[src/rtl/snr_pkg.sv]
// -----------------------------------------------------------------------------
// snr_pkg
// Shared definitions for the SNR measurement path.
// Contents:
//   - Default widths, reused by window_variance_calc and the SNR-linear stage.
//   - State encoding for the window variance FSM.
// -----------------------------------------------------------------------------
package snr_pkg;

  localparam int PPG_SAMPLE_WIDTH = 14;
  localparam int SNR_VAR_WIDTH    = 29;
  localparam int SNR_LOG2_N       = 8;

  typedef enum logic [2:0] {
    ST_IDLE   = 3'd0,
    ST_ACCUM  = 3'd1,
    ST_MEAN   = 3'd2,
    ST_SQUARE = 3'd3,
    ST_RESULT = 3'd4
  } var_state_e;

endpackage

[src/rtl/window_variance_calc.sv]
// -----------------------------------------------------------------------------
// window_variance_calc
// Population variance of a window of N = 2^LOG2_N signed samples, computed as
// E[x^2] - E[x]^2 from a running sum and sum of squares.
//
// Ports:
//   clk            in   rising-edge clock
//   reset          in   synchronous, active-high
//   start          in   one-cycle request for a new window (honoured in IDLE)
//   sample_valid   in   sample qualifier (ignored outside ACCUM)
//   sample         in   SAMPLE_WIDTH two's-complement sample
//   busy           out  high in every state except IDLE
//   variance       out  VAR_WIDTH unsigned result, held until overwritten
//   done_variance  out  level; set with a new result, cleared by next start
//
// VAR_WIDTH must be at least 2*SAMPLE_WIDTH.
// -----------------------------------------------------------------------------
module window_variance_calc
  import snr_pkg::*;
#(
  parameter int SAMPLE_WIDTH = PPG_SAMPLE_WIDTH,
  parameter int LOG2_N       = SNR_LOG2_N,
  parameter int VAR_WIDTH    = SNR_VAR_WIDTH
) (
  input  logic                           clk,
  input  logic                           reset,
  input  logic                           start,
  input  logic                           sample_valid,
  input  logic signed [SAMPLE_WIDTH-1:0] sample,
  output logic                           busy,
  output logic [VAR_WIDTH-1:0]           variance,
  output logic                           done_variance
);

  localparam int SUM_W   = SAMPLE_WIDTH + LOG2_N;
  localparam int SQ_W    = 2 * SAMPLE_WIDTH;
  localparam int SUMSQ_W = SQ_W + LOG2_N;

  // Counter value while the last sample of the window is outstanding.
  localparam logic [LOG2_N-1:0] LAST_COUNT = '1;

  // ---------------------------------------------------------------------------
  // State
  // ---------------------------------------------------------------------------
  var_state_e                     state_q;
  logic signed [SUM_W-1:0]        sum_q;
  logic        [SUMSQ_W-1:0]      sumsq_q;
  logic        [LOG2_N-1:0]       count_q;
  logic signed [SAMPLE_WIDTH-1:0] mean_q;
  logic        [SQ_W-1:0]         ex2_q;
  logic        [SQ_W-1:0]         msq_q;
  logic        [VAR_WIDTH-1:0]    variance_q;
  logic                           done_q;
  logic                           busy_q;

  // ---------------------------------------------------------------------------
  // Datapath helpers
  // ---------------------------------------------------------------------------
  logic signed [SUM_W-1:0]   sample_ext_d;
  logic signed [SQ_W-1:0]    sample_sq_s;
  logic        [SUMSQ_W-1:0] sample_sq_d;
  logic signed [SQ_W-1:0]    mean_sq_s;
  logic        [SQ_W-1:0]    mean_sq_d;
  logic        [SQ_W-1:0]    var_d;

  // NOTE: every signal written here gets a value on every path, so no latch
  // can be inferred.
  always_comb begin
    sample_ext_d = SUM_W'(sample);
    // A square of a SAMPLE_WIDTH value is at most 2^(2*SAMPLE_WIDTH-2), so
    // the signed product is always non-negative and can be read as unsigned.
    sample_sq_s  = SQ_W'(sample) * SQ_W'(sample);
    sample_sq_d  = {{LOG2_N{1'b0}}, sample_sq_s};
    mean_sq_s    = SQ_W'(mean_q) * SQ_W'(mean_q);
    mean_sq_d    = mean_sq_s;
    // Floor truncation of both terms can make msq exceed ex2 by a little;
    // that is a rounding artefact, so the result clamps at zero.
    var_d        = (ex2_q >= msq_q) ? (ex2_q - msq_q) : '0;
  end

  // ---------------------------------------------------------------------------
  // FSM, accumulators and registered outputs
  // ---------------------------------------------------------------------------
  // NOTE: all state here is sequential and uses non-blocking assignments so
  // every register samples the pre-edge value of every other register.
  always_ff @(posedge clk) begin
    if (reset) begin
      state_q    <= ST_IDLE;
      sum_q      <= '0;
      sumsq_q    <= '0;
      count_q    <= '0;
      mean_q     <= '0;
      ex2_q      <= '0;
      msq_q      <= '0;
      variance_q <= '0;
      done_q     <= 1'b0;
      busy_q     <= 1'b0;
    end else begin
      case (state_q)
        ST_IDLE: begin
          // sample_valid is deliberately not looked at here, even together
          // with start: the window begins on the following cycle.
          if (start) begin
            sum_q   <= '0;
            sumsq_q <= '0;
            count_q <= '0;
            done_q  <= 1'b0;
            busy_q  <= 1'b1;
            state_q <= ST_ACCUM;
          end
        end

        ST_ACCUM: begin
          if (sample_valid) begin
            sum_q   <= sum_q + sample_ext_d;
            sumsq_q <= sumsq_q + sample_sq_d;
            count_q <= count_q + LOG2_N'(1);
            if (count_q == LAST_COUNT) begin
              state_q <= ST_MEAN;
            end
          end
        end

        ST_MEAN: begin
          // Dropping the low LOG2_N bits of a two's-complement sum is the
          // arithmetic shift, i.e. floor division by N.
          mean_q  <= sum_q[SUM_W-1:LOG2_N];
          ex2_q   <= sumsq_q[SUMSQ_W-1:LOG2_N];
          state_q <= ST_SQUARE;
        end

        ST_SQUARE: begin
          msq_q   <= mean_sq_d;
          state_q <= ST_RESULT;
        end

        ST_RESULT: begin
          variance_q <= VAR_WIDTH'(var_d);
          done_q     <= 1'b1;
          busy_q     <= 1'b0;
          state_q    <= ST_IDLE;
        end

        default: begin
          busy_q  <= 1'b0;
          state_q <= ST_IDLE;
        end
      endcase
    end
  end

  assign busy          = busy_q;
  assign variance      = variance_q;
  assign done_variance = done_q;

endmodule

[config.mk]
export PLATFORM = sky130hd
export DESIGN_NAME = window_variance_calc
export DESIGN_NICKNAME = d
export VERILOG_FILES = /design/src/rtl/snr_pkg.sv /design/src/rtl/window_variance_calc.sv
export SDC_FILE = /design/constraint.sdc
export NUM_CORES = 1
export LEC_CHECK = 0
export ABC_CLOCK_PERIOD_IN_PS = 10200
export BUFFER_PORTS_ARGS = -buffer_cell sky130_fd_sc_hd__buf_2
export CORE_ASPECT_RATIO = 1.75
export CORE_UTILIZATION = 30
export DETAILED_ROUTE_END_ITERATION = 6
export GPL_TIMING_DRIVEN = 0
export SYNTH_ARGS = -nofsm -noshare
export SYNTH_HDL_FRONTEND = slang
export SYNTH_SLANG_ARGS = --single-unit
[constraint.sdc]
create_clock -name clk -period 10.2 [get_ports clk]
set_input_delay 2.04 -clock clk [delete_from_list [all_inputs] [get_ports clk]]
set_output_delay 2.04 -clock clk [all_outputs]
set_load 0.03 [all_outputs]
==> flow_summary.yaml <==
status:
  status: "completed"
synth:
  yosys_register_bits: 168
  yosys.area.top_type: "fa_1"
  yosysUniqueCellTypes: 85
  syn_avg_cell_area_um2: 8.78
  synth_area_um2: 22800
  synth_top_flop_cell: "dfxtp_1"
  syn_inst: 2594
  yosysSeqAreaShare_pct: 14.8
  synth.top_cell.area_share_pct: 30.9
  async_reset_ff_share_pct: 0
  synth_edf_count: 0
  ys_top_cells_by_area: "fa_1, dfxtp_1, ha_1"
  yosysWarnings: 0
critical_path:
  critPathCapture: "sumsq_q[35]"
  r2r-start: "mean_q[12]"
  r2r_end: "msq_q[26]"
  crit_path_end_kind: "flip-flop"
  crit_slowest_cell: "clkbuf_1"
  r2r_cells: 22
  startpoint: "sample[7]"
  cp_num_cells: 31
  cp-start-kind: "input pin"
  path_max_fanout: 10
  cp_slowest_stage_delay_ps: 580
  crit_family: "adder cells"
  r2r_slack_ps: 3080
  cp_num_buf_inv: 5
  cpMostUsedCell: "fa_1"
  arrival_ps: 10120
  crit_type: "in -> reg"
  critPathRequiredTime_ps: 10510
die:
  dieArea_um2: 77100
  die_h_um: 366
  die_w_um: 210
  num_io_pins: 49
  initial_core_util_pct: 30.3
  rows: 133
  core-area_um2: 75100
global_routing:
  antenna_found_initial: 3
  use_met1_pct: 16.1
  grt_pass1_vias: 18700
  grt_max_degree: 22
  grt-ovfl-total: 0
  use_met2_pct: 32.7
  grt.busiest_layer: "met2"
  grt.total_usage_pct: 16.3
  grt_pass1_wl_mm: 97.8
  use_met3_pct: 1.55
final_layout:
  final_cell_area_um2: 24900
  final_common_cell: "inv_1"
  final_util_pct: 33.2
  final_cell_mix: "inv_1, fa_1, nand2_1, ha_1, nor2_1"
  drive_above_1_share_pct: 4.87
  nets: 3243
  syn2layout_area_growth_pct: 9.46
  num-fill-cells: 7913
timing:
  min_period_ps: 9810
  finalHoldViolCount: 0
  final.period_utilization_pct: 96.2
  fmax_ghz: 0.102
  worst_slew_pin_slew_ps: 1030
  finalMaxSlewViolations: 0
  setup_viol: 0
  slew_headroom_pct: 31.5
  skew_ps: 16.2
  tns_ps: 0
  grt_setup_unrepaired: "false"
clock_network:
  h-tree-depth: 4
  clock_path_buffers: 2
  cts_sinks: 168
  cts_made_buffers: 17
  clkTransAtPathRegs_ps: 70
  cts_tree: "built"
  cts_root_buffer: "clkbuf_16"
  hold_buffers: 0
  worstSkewPairLatency_ps: 460
detailed_routing:
  vias: 17400
  routedWlPerCell_um: 16.6
  ant_nets: 0
  routed_wl_mm: 61.0
  viasPerCell: 4.73
  first_pass_iters: 5
  drtIter0Drc: 722
  drc: 0
flow_run:
  max_cap_viol_count: 0
min_path:
  hold_class: "reg -> reg"
placed_design:
  postPlaceCellArea_um2: 24300
  dp_hpwl_mm: 52.2
  place.gp.congestion: 0.871
  io_buffers: 47
pwr:
  power_density_nw_per_um2: 337
  power_uw: 8410
  ir_worst_vdd_mv: 0.280
  cellLeakagePower_uw: 0.0117
[Yosys cell counts (all sizes together), types with 3 or more instances]
library cell    n
o21a           11
nor4            5
o21ai          81
nand3          26
nand2         275
a22oi          54
a21boi          5
a32oi           6
a21oi         166
fa            352
nand2b         20
nor3           18
and2           88
a31oi           7
a21o           49
o211a           3
nand4          13
o31ai           3
mux2            4
dfxtp         168
clkbuf         79
nor3b           3
a211oi         17
a211o           5
o21bai         18
xor2           54
or3             7
buf             5
or2            11
o211ai          4
a31o            5
and3           14
nand3b          4
nor2          184
nor2b          16
ha            215
a22o            4
inv           463
xnor2          90
[power by group]
part / total [uW] / switching, uW / leakage, uW / internal, uW
sequential: 726 / 32.8 / 0.00136 / 693
combinational: 7000 / 4060 / 0.0101 / 2940
clock: 686 / 345 / 0.000308 / 341
total: 8410 / 4440 / 0.0117 / 3970
[worst register-to-register path, stage by stage, from the launching register on]
cell and delay [ps]:
dfxtp_1 640, clkbuf_1 480, nand2_1 230, fa_1 600, inv_1 70, fa_1 500
fa_1 510, inv_1 50, fa_1 530, inv_1 60, fa_1 470, fa_1 480
ha_1 370, a21oi_1 160, o21ai_0 140, or2_2 310, a211oi_2 210, o31ai_1 160
o21ba_1 200, nor2_2 120, o21ai_1 160, or4b_1 490, o311ai_1 80
[what timing repair did]
item                       4_1_cts  5_1_grt
resized for setup                3        8
setup endpoints to repair        9        9
setup buffers                    0        0
[per-stage QoR]
stage                     cells  hold slack (ps)  worst slack (ps)
final                      3684              456               389
after global routing       3684              467              6.57
after detailed placement   3654              446              -907
after CTS                  3686              456               138
after floorplan            2595              432              1130
after global placement     3654              441              -813
[worst min-delay path by stage]
stage / startpoint / end / slack [ps] / cells after the start
2_1_floorplan: msq_q[12] / msq_q[12] / 430 / 2
3_3_place_gp: msq_q[18] / msq_q[18] / 440 / 2
3_5_place_dp: msq_q[18] / msq_q[18] / 450 / 2
4_1_cts: msq_q[18] / msq_q[18] / 460 / 2
5_1_grt: msq_q[18] / msq_q[18] / 470 / 2
6_report: msq_q[18] / msq_q[18] / 460 / 2
[logic make-up after synthesis]
family / synth area share (%)
flip-flops: 14.8
AO/OA/AOI/OAI: 13.4
adder cells (fa/ha/maj): 42.8
XOR/XNOR: 5.54
multiplexers: 0.286
other: 0.0330
buffers and inverters: 9.14
AND/OR/NAND/NOR: 14.1
[layer usage]
metal | routed length, um | part of all wire, %
met2 | 34400 | 56
met4 | 3300 | 5.4
met3 | 1470 | 2.4
met1 | 21800 | 36
met5 | 13 | 0.021
[sequential cells by signal (all words and copies together), names as in the netlist]
signal and count:
variance 28, busy 1, done_variance 1, ex2_q 28, state_q 3, count_q 8, sumsq_q 36, msq_q 27
mean_q 14, sum_q 22
[area by class of cell]
class	count	area (um^2)	share of cell area (%)
Antenna cell	1	2.50	0.0100
Buffer	81	332	1.33
Clock buffer	17	425	1.71
Clock inverter	15	216	0.868
Inverter	465	1750	7.00
Multi-Input combinational cell	1878	17300	69.6
Sequential cell	168	3360	13.5
Tap cell	1012	1270	5.08
Timing Repair Buffer	47	238	0.954
Power figures use the tool's default switching activity.
